`src/rtl/hsv_core_ctrlstatus_regs_pkg.sv`:
```
// Shared CSR numbering and decode helpers for the ctrlstatus counter block.
package hsv_core_ctrlstatus_regs_pkg;

  typedef logic [11:0] csr_num_t;

  localparam csr_num_t CSR_MCYCLE        = 12'hB00;
  localparam csr_num_t CSR_MCYCLEH       = 12'hB80;
  localparam csr_num_t CSR_MINSTRET      = 12'hB02;
  localparam csr_num_t CSR_MINSTRETH     = 12'hB82;
  localparam csr_num_t CSR_CYCLE         = 12'hC00;
  localparam csr_num_t CSR_CYCLEH        = 12'hC80;
  localparam csr_num_t CSR_INSTRET       = 12'hC02;
  localparam csr_num_t CSR_INSTRETH      = 12'hC82;
  localparam csr_num_t CSR_MCOUNTINHIBIT = 12'h320;

  localparam int MCOUNTINHIBIT_CY = 0;
  localparam int MCOUNTINHIBIT_IR = 2;

  // Machine counters and their user shadows decode to the same storage select.
  typedef enum logic [2:0] {
    SEL_NONE,
    SEL_CYC_LO,
    SEL_CYC_HI,
    SEL_INS_LO,
    SEL_INS_HI,
    SEL_INHIBIT
  } csr_sel_e;

  function automatic logic csr_is_read_only(csr_num_t num);
    return num[11:10] == 2'b11;
  endfunction

  function automatic csr_sel_e csr_decode(csr_num_t num);
    case (num)
      CSR_MCYCLE,    CSR_CYCLE:    return SEL_CYC_LO;
      CSR_MCYCLEH,   CSR_CYCLEH:   return SEL_CYC_HI;
      CSR_MINSTRET,  CSR_INSTRET:  return SEL_INS_LO;
      CSR_MINSTRETH, CSR_INSTRETH: return SEL_INS_HI;
      CSR_MCOUNTINHIBIT:           return SEL_INHIBIT;
      default:                     return SEL_NONE;
    endcase
  endfunction

endpackage

```
`src/rtl/hsv_core_ctrlstatus_counter64.sv`:
```
// One 64-bit event counter with half-word bit-masked writes; a write in any
// half suppresses that cycle's increment entirely.
module hsv_core_ctrlstatus_counter64 (
  input  logic        clk_core,
  input  logic        rst_core,
  input  logic        inc,
  input  logic        wr_lo,
  input  logic        wr_hi,
  input  logic [31:0] wr_data,
  input  logic [31:0] wr_biten,
  output logic [63:0] value
);

  logic [63:0] value_d, value_q;

  always_comb begin
    value_d = value_q;
    if (wr_lo) value_d[31:0]  = (value_q[31:0]  & ~wr_biten) | (wr_data & wr_biten);
    if (wr_hi) value_d[63:32] = (value_q[63:32] & ~wr_biten) | (wr_data & wr_biten);
    if (!wr_lo && !wr_hi && inc) value_d = value_q + 64'd1;
  end

  always_ff @(posedge clk_core or posedge rst_core) begin
    if (rst_core) value_q <= '0;
    else          value_q <= value_d;
  end

  assign value = value_q;

endmodule

```
`src/rtl/hsv_core_ctrlstatus_counters.sv`:
```
// mcycle/minstret CSR responder on the ctrlstatus register bus.
// Define HSV_CTRLSTATUS_COUNTERS_INHIBIT_EN to implement mcountinhibit.
module hsv_core_ctrlstatus_counters
  import hsv_core_ctrlstatus_regs_pkg::*;
(
  input  logic        clk_core,
  input  logic        rst_core,
  input  logic        regs_req,
  input  logic        regs_req_is_wr,
  input  logic [15:0] regs_addr,
  input  logic [31:0] regs_wr_data,
  input  logic [31:0] regs_wr_biten,
  output logic        regs_req_stall_rd,
  output logic        regs_req_stall_wr,
  output logic        regs_rd_ack,
  output logic        regs_rd_err,
  output logic [31:0] regs_rd_data,
  output logic        regs_wr_ack,
  output logic        regs_wr_err,
  input  logic        retire
);

  csr_num_t    csr_num;
  csr_sel_e    sel;
  logic        stall, rd_acc, wr_acc, rd_ok, wr_ok, wr_en;
  logic        inh_cy, inh_ir;
  logic [31:0] rd_mux;
  logic [63:0] mcycle, minstret;

  logic        rd_ack_d, rd_ack_q, rd_err_d, rd_err_q;
  logic        wr_ack_d, wr_ack_q, wr_err_d, wr_err_q;
  logic [31:0] rd_data_d, rd_data_q;

  assign csr_num = regs_addr[15:4];
  assign sel     = csr_decode(csr_num);
  // A response in flight blocks the next acceptance, so at most one is outstanding.
  assign stall   = rd_ack_q | wr_ack_q;
  assign rd_acc  = regs_req & ~regs_req_is_wr & ~stall;
  assign wr_acc  = regs_req &  regs_req_is_wr & ~stall;
  assign rd_ok   = (regs_addr[3:0] == 4'd0) && (sel != SEL_NONE);
  assign wr_ok   = rd_ok && !csr_is_read_only(csr_num);
  assign wr_en   = wr_acc & wr_ok;

`ifdef HSV_CTRLSTATUS_COUNTERS_INHIBIT_EN
  logic inh_cy_d, inh_cy_q, inh_ir_d, inh_ir_q;

  always_comb begin
    inh_cy_d = inh_cy_q;
    inh_ir_d = inh_ir_q;
    if (wr_en && sel == SEL_INHIBIT) begin
      inh_cy_d = (inh_cy_q & ~regs_wr_biten[MCOUNTINHIBIT_CY]) |
                 (regs_wr_data[MCOUNTINHIBIT_CY] & regs_wr_biten[MCOUNTINHIBIT_CY]);
      inh_ir_d = (inh_ir_q & ~regs_wr_biten[MCOUNTINHIBIT_IR]) |
                 (regs_wr_data[MCOUNTINHIBIT_IR] & regs_wr_biten[MCOUNTINHIBIT_IR]);
    end
  end

  always_ff @(posedge clk_core or posedge rst_core) begin
    if (rst_core) begin
      inh_cy_q <= 1'b0;
      inh_ir_q <= 1'b0;
    end else begin
      inh_cy_q <= inh_cy_d;
      inh_ir_q <= inh_ir_d;
    end
  end

  assign inh_cy = inh_cy_q;
  assign inh_ir = inh_ir_q;
`else
  assign inh_cy = 1'b0;
  assign inh_ir = 1'b0;
`endif

  hsv_core_ctrlstatus_counter64 u_mcycle (
    .clk_core (clk_core),
    .rst_core (rst_core),
    .inc      (~inh_cy),
    .wr_lo    (wr_en && sel == SEL_CYC_LO),
    .wr_hi    (wr_en && sel == SEL_CYC_HI),
    .wr_data  (regs_wr_data),
    .wr_biten (regs_wr_biten),
    .value    (mcycle)
  );

  hsv_core_ctrlstatus_counter64 u_minstret (
    .clk_core (clk_core),
    .rst_core (rst_core),
    .inc      (retire & ~inh_ir),
    .wr_lo    (wr_en && sel == SEL_INS_LO),
    .wr_hi    (wr_en && sel == SEL_INS_HI),
    .wr_data  (regs_wr_data),
    .wr_biten (regs_wr_biten),
    .value    (minstret)
  );

  always_comb begin
    rd_mux = '0;
    case (sel)
      SEL_CYC_LO:  rd_mux = mcycle[31:0];
      SEL_CYC_HI:  rd_mux = mcycle[63:32];
      SEL_INS_LO:  rd_mux = minstret[31:0];
      SEL_INS_HI:  rd_mux = minstret[63:32];
      SEL_INHIBIT: begin
        rd_mux[MCOUNTINHIBIT_CY] = inh_cy;
        rd_mux[MCOUNTINHIBIT_IR] = inh_ir;
      end
      default:     rd_mux = '0;
    endcase
  end

  always_comb begin
    rd_ack_d  = rd_acc;
    rd_err_d  = rd_acc & ~rd_ok;
    rd_data_d = (rd_acc && rd_ok) ? rd_mux : 32'd0;
    wr_ack_d  = wr_acc;
    wr_err_d  = wr_acc & ~wr_ok;
  end

  always_ff @(posedge clk_core or posedge rst_core) begin
    if (rst_core) begin
      rd_ack_q  <= 1'b0;
      rd_err_q  <= 1'b0;
      rd_data_q <= '0;
      wr_ack_q  <= 1'b0;
      wr_err_q  <= 1'b0;
    end else begin
      rd_ack_q  <= rd_ack_d;
      rd_err_q  <= rd_err_d;
      rd_data_q <= rd_data_d;
      wr_ack_q  <= wr_ack_d;
      wr_err_q  <= wr_err_d;
    end
  end

  assign regs_req_stall_rd = stall;
  assign regs_req_stall_wr = stall;
  assign regs_rd_ack       = rd_ack_q;
  assign regs_rd_err       = rd_err_q;
  assign regs_rd_data      = rd_data_q;
  assign regs_wr_ack       = wr_ack_q;
  assign regs_wr_err       = wr_err_q;

endmodule

```
`config.mk`:
```
export PLATFORM = sky130hd
export DESIGN_NAME = hsv_core_ctrlstatus_counters
export DESIGN_NICKNAME = d
export VERILOG_FILES = /design/src/rtl/hsv_core_ctrlstatus_regs_pkg.sv /design/src/rtl/hsv_core_ctrlstatus_counter64.sv /design/src/rtl/hsv_core_ctrlstatus_counters.sv
export SDC_FILE = /design/constraint.sdc
export NUM_CORES = 1
export LEC_CHECK = 0
export ABC_AREA = 1
export BUFFER_PORTS_ARGS = -buffer_cell sky130_fd_sc_hd__buf_2
export CORE_MARGIN = 4
export CORE_UTILIZATION = 56
export CTS_CLUSTER_DIAMETER = 200
export DETAILED_ROUTE_END_ITERATION = 8
export PLACE_DENSITY = 0.79
export SYNTH_ARGS = -nofsm -noshare
export SYNTH_HDL_FRONTEND = slang
export SYNTH_SLANG_ARGS = --single-unit
export TNS_END_PERCENT = 100
```
`constraint.sdc`:
```
create_clock -name clk_core -period 4.5 [get_ports clk_core]
set_input_delay 0.225 -clock clk_core [delete_from_list [all_inputs] [get_ports clk_core]]
set_output_delay 0.225 -clock clk_core [all_outputs]
set_load 0.01 [all_outputs]
```
==> results.rst, run 1 <==
.. list-table::
   :header-rows: 1

   * - Metric
     - Value
   * - Static Leakage
     - 7.438 nW
   * - Proportion of layout cells with a drive suffix above 1
     - 0.08599
   * - Number of clock sinks seen by CTS
     - around 160
   * - TritonRoute pass-1 iters
     - 7
   * - Yosys reg bits
     - 164
   * - Worst Path Class, Setup
     - reg -> reg
   * - Vias/cell
     - 6.218
   * - TritonCTS clock tree
     - done
   * - Number of slew-limit violations in the final report
     - 0
   * - Worst IR drop on VDD
     - between 0.15 and 0.2 mV
   * - Maximum count of clock buffers along a single path
     - 2
   * - Power density normalized to cell area
     - ~250 nW/µm²
   * - Count of final setup violators
     - 0
   * - Fmax
     - 0.3350 GHz
   * - Via total after detailed routing
     - 16010
   * - Number of buffers added for setup after CTS
     - 0
   * - Die outline area
     - 26740 µm²
   * - Flop2flop setup slack
     - 1.51 ns
   * - Area of the placeable core
     - 23610 µm²
   * - Crit path capture type
     - flip-flop
   * - Skew-Pair Late Insertion Delay
     - 0.46 ns
   * - RSZ-0062 raised after global routing
     - false
   * - Chip height
     - 163.5 µm
   * - Width of the die
     - roughly 160 µm
   * - Startpoint kind of the worst setup timing path
     - flip-flop
   * - Worst R2R Path Depth
     - 11
   * - Final Hold Violating Endpoints
     - 19
   * - Post-synthesis share of cell area spent on full adders, half adders and majority gates
     - 0.001847
   * - Tmin final
     - 2.985 ns
   * - Mean Syn Cell Area
     - 6.243 µm²
   * - Normalized max-slew margin
     - 0.1546
   * - Sum of routed wire length over all layers
     - 57.40 mm
   * - Share of Yosys cell area claimed by the top area cell type
     - 0.3029
   * - Crit path required time
     - 4.89 ns
   * - Setup skew after layout
     - 0.01495 ns
   * - Antenna-violating nets left
     - 0
   * - Cell at the root of the clock tree
     - sky130_fd_sc_hd__clkbuf_16
   * - Syn_nets
     - 2257
   * - Initial Util
     - 0.5737
   * - H-tree depth reported by CTS
     - 4
   * - Complex-gate fraction of the synthesized area
     - 0.1510
   * - Number of antenna violations at the first check in global routing
     - 2
   * - Fill cell instance count of the final layout
     - 2271
   * - Post-synth top area cell
     - sky130_fd_sc_hd__dfrtp_1
   * - Most used DFF post-synth
     - sky130_fd_sc_hd__dfrtp_1
   * - Global route overflow
     - 0
   * - Xor-xnor portion of the synthesized cell area
     - 0.06724
   * - Standard-cell rows
     - 56
   * - Maximum number of pins on one net before global-route repair
     - 165
   * - Overall fraction of global-route tracks in use
     - 0.4240
   * - Result of the run
     - finished with violations
   * - Area Overhead vs Synth
     - 10.17%
   * - Post-Route Setup TNS
     - 0 ns
   * - Synth unique cells
     - 37
   * - Count of pins on the block boundary
     - 123
   * - Detail Placement HPWL
     - 44.14 mm
   * - Tightest Pin Transition
     - 1.264 ns
   * - Antenna diode count
     - 0
   * - Simple-gate share of the synthesized area
     - 0.3766
   * - Part of the Yosys area used for sequential elements
     - 0.3029
   * - Detail-routed net length per standard cell
     - 22.29 µm
   * - Multiplexer share of the synthesized area
     - 0
   * - Via count of the first global-routing pass
     - 14780
   * - Min-Delay Path Class
     - in -> async
   * - Max-cap violations
     - 0
   * - Number of cells after detailed placement
     - 2543
   * - Final worst hold slack
     - -0.03824 ns
   * - Crit path arrival time
     - 3.38 ns
   * - Number of buffers created by CTS
     - 17
   * - Ys Warns
     - 0
   * - Detailed-route DRC error count
     - 0
   * - EDFF count, synth
     - 0
   * - Critical-path maximum fanout
     - 9
   * - Violated checks
     - hold timing
   * - Area contributors post-synth
     - sky130_fd_sc_hd__dfrtp_1, sky130_fd_sc_hd__nand2_1, sky130_fd_sc_hd__nor2_1
   * - Number of DRC markers in iteration 0
     - 2651
   * - Clk pin slew, worst setup/hold paths
     - around 0.080 ns
   * - Net count reported at finish
     - 2331
   * - Dominant combinational cell family by area after synthesis
     - simple AND/OR/NAND/NOR gates
   * - Fraction of the cycle the final worst path needs
     - 0.6634
   * - Ys async rst share
     - 1.000
   * - Global placer's final weighted congestion
     - between 1 and 1.5
   * - Non-filler cells, final
     - roughly 2600
   * - Synth Instances
     - 2170
   * - Tot Pwr
     - 3.744 mW
   * - First-pass GRT wire length
     - 85.41 mm
   * - Port Buffers
     - 122
   * - Cell area after synthesis
     - about 14000 µm²
==> layer usage <==
layer,track usage,wire [µm],up-vias
met5,0,22,-
met4,0.1803,2987,4
met3,0.1549,8631,241
met2,0.6457,24710,1182
met1,0.5448,21040,7372
li1,-,-,7213
==> where the power goes <==
part	internal, mW	total [mW]	switching (mW)
combinational	0.164	0.495	0.331
clock	0.835	1.57	0.734
sequential	1.54	1.68	0.141
total	2.54	3.74	1.21
==> worst max-delay path, cell delays in order, from the launching register on <==
cell	delay, ns
sky130_fd_sc_hd__dfrtp_1	0.49
sky130_fd_sc_hd__ha_1	0.31
sky130_fd_sc_hd__nand3_1	0.18
sky130_fd_sc_hd__nor2_1	0.38
sky130_fd_sc_hd__nand2_1	0.31
sky130_fd_sc_hd__nor4_1	0.54
sky130_fd_sc_hd__nand3_1	0.29
sky130_fd_sc_hd__nand2_1	0.12
sky130_fd_sc_hd__nand2_1	0.05
sky130_fd_sc_hd__nor2_1	0.12
sky130_fd_sc_hd__nor2_1	0.05
sky130_fd_sc_hd__nor2_1	0.08
==> cell usage after synthesis (20+ instances only) <==
master,instances
sky130_fd_sc_hd__buf_2,30
sky130_fd_sc_hd__nor3_1,36
sky130_fd_sc_hd__o21ai_0,89
sky130_fd_sc_hd__a21oi_1,40
sky130_fd_sc_hd__dfrtp_1,164
sky130_fd_sc_hd__inv_1,242
sky130_fd_sc_hd__nor2_1,303
sky130_fd_sc_hd__clkbuf_1,35
sky130_fd_sc_hd__o21ai_1,61
sky130_fd_sc_hd__nand4_1,49
sky130_fd_sc_hd__nand2_1,645
sky130_fd_sc_hd__nand3_1,158
sky130_fd_sc_hd__xor2_1,87
sky130_fd_sc_hd__o211ai_1,65
sky130_fd_sc_hd__a221oi_1,31
sky130_fd_sc_hd__o21a_1,20
sky130_fd_sc_hd__o22ai_1,27
==> cells by family (layout without fill, tap and decap cells) <==
family / count (synthesis) / in the layout
compound gates: 335 / 335
xor+xnor: 104 / 104
fa+ha+maj: 2 / 2
buf+inv: 335 / 421
flops: 164 / 164
simple gates: 1230 / 1230
==> how the worst max path moves through the flow <==
stage / startpoint / end
after floorplan: rst_core / async pin
after global placement: regs_addr[1] / flip-flop
after detailed placement: regs_addr[1] / flip-flop
after CTS: flip-flop / flip-flop
after global routing: regs_wr_ack / flip-flop
final: flip-flop / flip-flop
==> cell usage in the layout, fill, tap and decap left out, drive strengths merged, types with 31 or more instances in the layout <==
master,instances
a21oi,40
a221oi,31
buf,141
dfrtp,164
inv,257
nand2,647
nand3,159
nand4,49
nor2,309
nor3,37
o211ai,65
o21ai,150
xor2,87
==> layout make-up <==
cell class	instances	area (µm²)	share of cell area
clock inverter	14	162.7	0.01090
timing repair buffer	142	788.3	0.05282
sequential	164	4104	0.2750
clock buffer	17	425.4	0.02850
inverter	248	934.6	0.06263
tap	319	399.1	0.02674
multi-input combinational	1671	8110	0.5434
==> metrics by stage <==
stage | util | area, µm² | setup WS (ns)
CTS | 0.6320 | 14920 | 1.666
global route | 0.6320 | 14920 | 1.381
detailed placement | 0.6067 | 14330 | 1.369
finish | 0.6320 | 14920 | 1.515
global placement | 0.6067 | 14330 | 1.466
floorplan | - | 13550 | 2.190
==> repair_timing <==
item | in CTS | in global routing
resized for setup | 0 | 0
hold buffers | 1 | 0
hold endpoints to repair | 2 | 0
Note: power is estimated with default switching activity, not from simulation.
==> inputs of run 2 (changes only) <==
CORE_UTILIZATION = 61   (was 56)
PLACE_DENSITY = 0.82   (was 0.79)
clock period = 2.8 ns   (was 4.5 ns; I/O delays follow)
==> results.rst, run 2 (same netlist as run 1, synthesis figures left out) <==
.. list-table::
   :header-rows: 1

   * - Metric
     - Value
   * - Result of the run
     - complete, no violations
   * - Worst IR drop on VDD
     - 0.4366 mV
   * - Static Leakage
     - 7.629 nW
   * - Min-Delay Path Depth
     - 4
   * - Switching part of the total
     - 0.3348
   * - H-tree depth reported by CTS
     - 4
   * - Most common cell after layout, fill and taps aside
     - sky130_fd_sc_hd__nand2_1
   * - Post-Route Setup TNS
     - 0 ns
   * - Global placer's final weighted congestion
     - 1.108
   * - Number of DRC markers in iteration 0
     - just under 3000
   * - Clk pin slew, worst setup/hold paths
     - 0.08 ns
   * - Number of buffers added for setup after CTS
     - 0
   * - Number of cells after detailed placement
     - 2529
   * - Number of clock sinks seen by CTS
     - 164
   * - Fmax
     - 0.3744 GHz
   * - Number of slew-limit violations in the final report
     - 0
   * - Fraction of the cycle the final worst path needs
     - 0.9538
   * - First-pass GRT wire length
     - 86.30 mm
   * - Crit path required time
     - 3.14 ns
   * - Maximum count of clock buffers along a single path
     - 2
   * - Normalized max-slew margin
     - 0.4708
   * - Final worst hold slack
     - 0.03108 ns
   * - Chip height
     - 157.0 µm
   * - Crit path capture type
     - flip-flop
   * - Antenna-violating nets left
     - 0
   * - Cell at the root of the clock tree
     - sky130_fd_sc_hd__clkbuf_16
   * - Number of buffers created by CTS
     - 17
   * - Width of the die
     - 157.0 µm
   * - Die outline area
     - 24660 µm²
   * - Count of final setup violators
     - 0
   * - Critical-path maximum fanout
     - 5
   * - RSZ-0062 raised after global routing
     - false
   * - Detail-routed net length per standard cell
     - ~22 µm
   * - Net count reported at finish
     - 2358
   * - NetSw
     - a little over 2 mW
   * - Detail Placement HPWL
     - 43.99 mm
   * - Tmin final
     - 2.671 ns
   * - Tightest Pin Transition
     - 0.7919 ns
   * - Power density normalized to cell area
     - 400.0 nW/µm²
   * - Setup skew after layout
     - around 0.018 ns
   * - Initial Util
     - 0.6207
   * - Count of pins on the block boundary
     - 123
   * - Worst Path Class, Setup
     - reg -> reg
   * - Non-filler cells, final
     - about 2600
   * - TritonCTS clock tree
     - done
   * - Crit path arrival time
     - ~3 ns
   * - Share of total power in sequential cells
     - 0.443
   * - Vias/cell
     - ~6.4
   * - Clock network fraction of total power
     - 0.421
   * - Startpoint kind of the worst setup timing path
     - flip-flop
   * - Final Hold Violating Endpoints
     - 0
   * - Post-detailed-placement cell area
     - 14530 µm²
   * - Power Internal
     - 4.043 mW
   * - Min-Delay Path Class
     - in -> reg
   * - Overall fraction of global-route tracks in use
     - 0.4604
   * - Area Overhead vs Synth
     - 12.16%
   * - Via total after detailed routing
     - 16370
   * - Standard-cell rows
     - 54
   * - Skew-Pair Late Insertion Delay
     - between 0.4 and 0.5 ns
   * - TritonRoute pass-1 iters
     - 6
   * - Number of antenna violations at the first check in global routing
     - 0
   * - Via count of the first global-routing pass
     - between 15000 and 20000
   * - Worst R2R Path Depth
     - 14
   * - Flop2flop setup slack
     - 0.13 ns
   * - Proportion of layout cells with a drive suffix above 1
     - 0.09851
   * - Detailed-route DRC error count
     - 0
   * - Area of the placeable core
     - between 20000 and 25000 µm²
   * - Maximum number of pins on one net before global-route repair
     - ~100
   * - Sum of routed wire length over all layers
     - 57.25 mm
   * - Commonest cells after routing, fill and taps aside
     - sky130_fd_sc_hd__nand2_1, sky130_fd_sc_hd__nor2_1, sky130_fd_sc_hd__inv_1
   * - Max-cap violations
     - 0
   * - Port Buffers
     - about 120
   * - Global route overflow
     - 0
   * - Combinational Power Share
     - 0.136
   * - Final standard cell area without fillers
     - 15190 µm²
[run 2: changes by cell type in the layout (fill, tap and decap cells not counted), sizes merged]
| cell | change |
|---|---|
| buf | +25 |
| clkinvlp | -1 |
| inv | -3 |
| bufinv | -1 |
| dlygate4sd3 | +2 |
| diode | +1 |
| clkinv | +6 |
[run 2: path summary, 6_finish.rpt]
| path | start | to |
|---|---|---|
| setup / recovery | flip-flop | flip-flop |
| max in group asynchronous | rst_core | async pin |
| hold / removal | regs_wr_biten[8] | flip-flop |
| hold reg to reg | flip-flop | flip-flop |
| min in group asynchronous | rst_core | async pin |
| setup reg to reg | flip-flop | flip-flop |
[run 2: routing by layer]
layer  vias up  wire (µm)  track usage
met5         -          0            0
met3       293       8598       0.1493
met4         0       3465       0.2208
li1       7275          -            -
met2      1313      24700       0.7044
met1      7484      20490       0.5924
[run 2: stage by stage]
stage          total power [mW]    util  worst slack (ns)
3_3_place_gp              3.469  0.6657           -0.1327
2_1_floorplan             3.145       -            0.5752
4_1_cts                   5.978  0.6953           0.02748
3_5_place_dp              3.501  0.6657           -0.1548
6_report                  6.077  0.6963            0.1294
5_1_grt                   6.222  0.6961           0.01823
[run 2: cell type report]
class / count / area (µm²)
clock buffer: 17 / 425.4
fill: 1961 / 6629
sequential: 164 / 4105
timing repair buffer: 169 / 1059
antenna: 1 / 2.502
clock inverter: 15 / 185.2
inverter: 248 / 934.6
tap: 280 / 350.3
multi-input combinational: 1671 / 8133
[run 2: power groups by stage]
stage / logic [mW] / registers [mW] / clock network, mW
floorplan: 0.514 / 2.63 / 0
global placement: 0.752 / 2.72 / 0
detailed placement: 0.780 / 2.72 / 0
CTS: 0.790 / 2.67 / 2.51
global route: 0.898 / 2.70 / 2.63
finish: 0.826 / 2.69 / 2.56
[run 2: critical path, cell delays in order (launching register included)]
cell and delay (ns):
sky130_fd_sc_hd__dfrtp_2 0.43, sky130_fd_sc_hd__ha_1 0.24, sky130_fd_sc_hd__nand3_1 0.20, sky130_fd_sc_hd__inv_1 0.14, sky130_fd_sc_hd__nand3_1 0.17, sky130_fd_sc_hd__nor2_1 0.21, sky130_fd_sc_hd__nand2_1 0.13, sky130_fd_sc_hd__nor2_2 0.16
sky130_fd_sc_hd__nand2_2 0.14, sky130_fd_sc_hd__inv_1 0.20, sky130_fd_sc_hd__nand2_1 0.13, sky130_fd_sc_hd__o21ai_0 0.16, sky130_fd_sc_hd__a21oi_1 0.09, sky130_fd_sc_hd__nor2_1 0.11, sky130_fd_sc_hd__nor2_1 0.04
[run 2: timing repair]
action / 4_1_cts / 5_1_grt
resized for setup: 1 / 5
setup endpoints to repair: 1 / 6
hold endpoints to repair: 166 / 0
hold buffers: 3 / 0
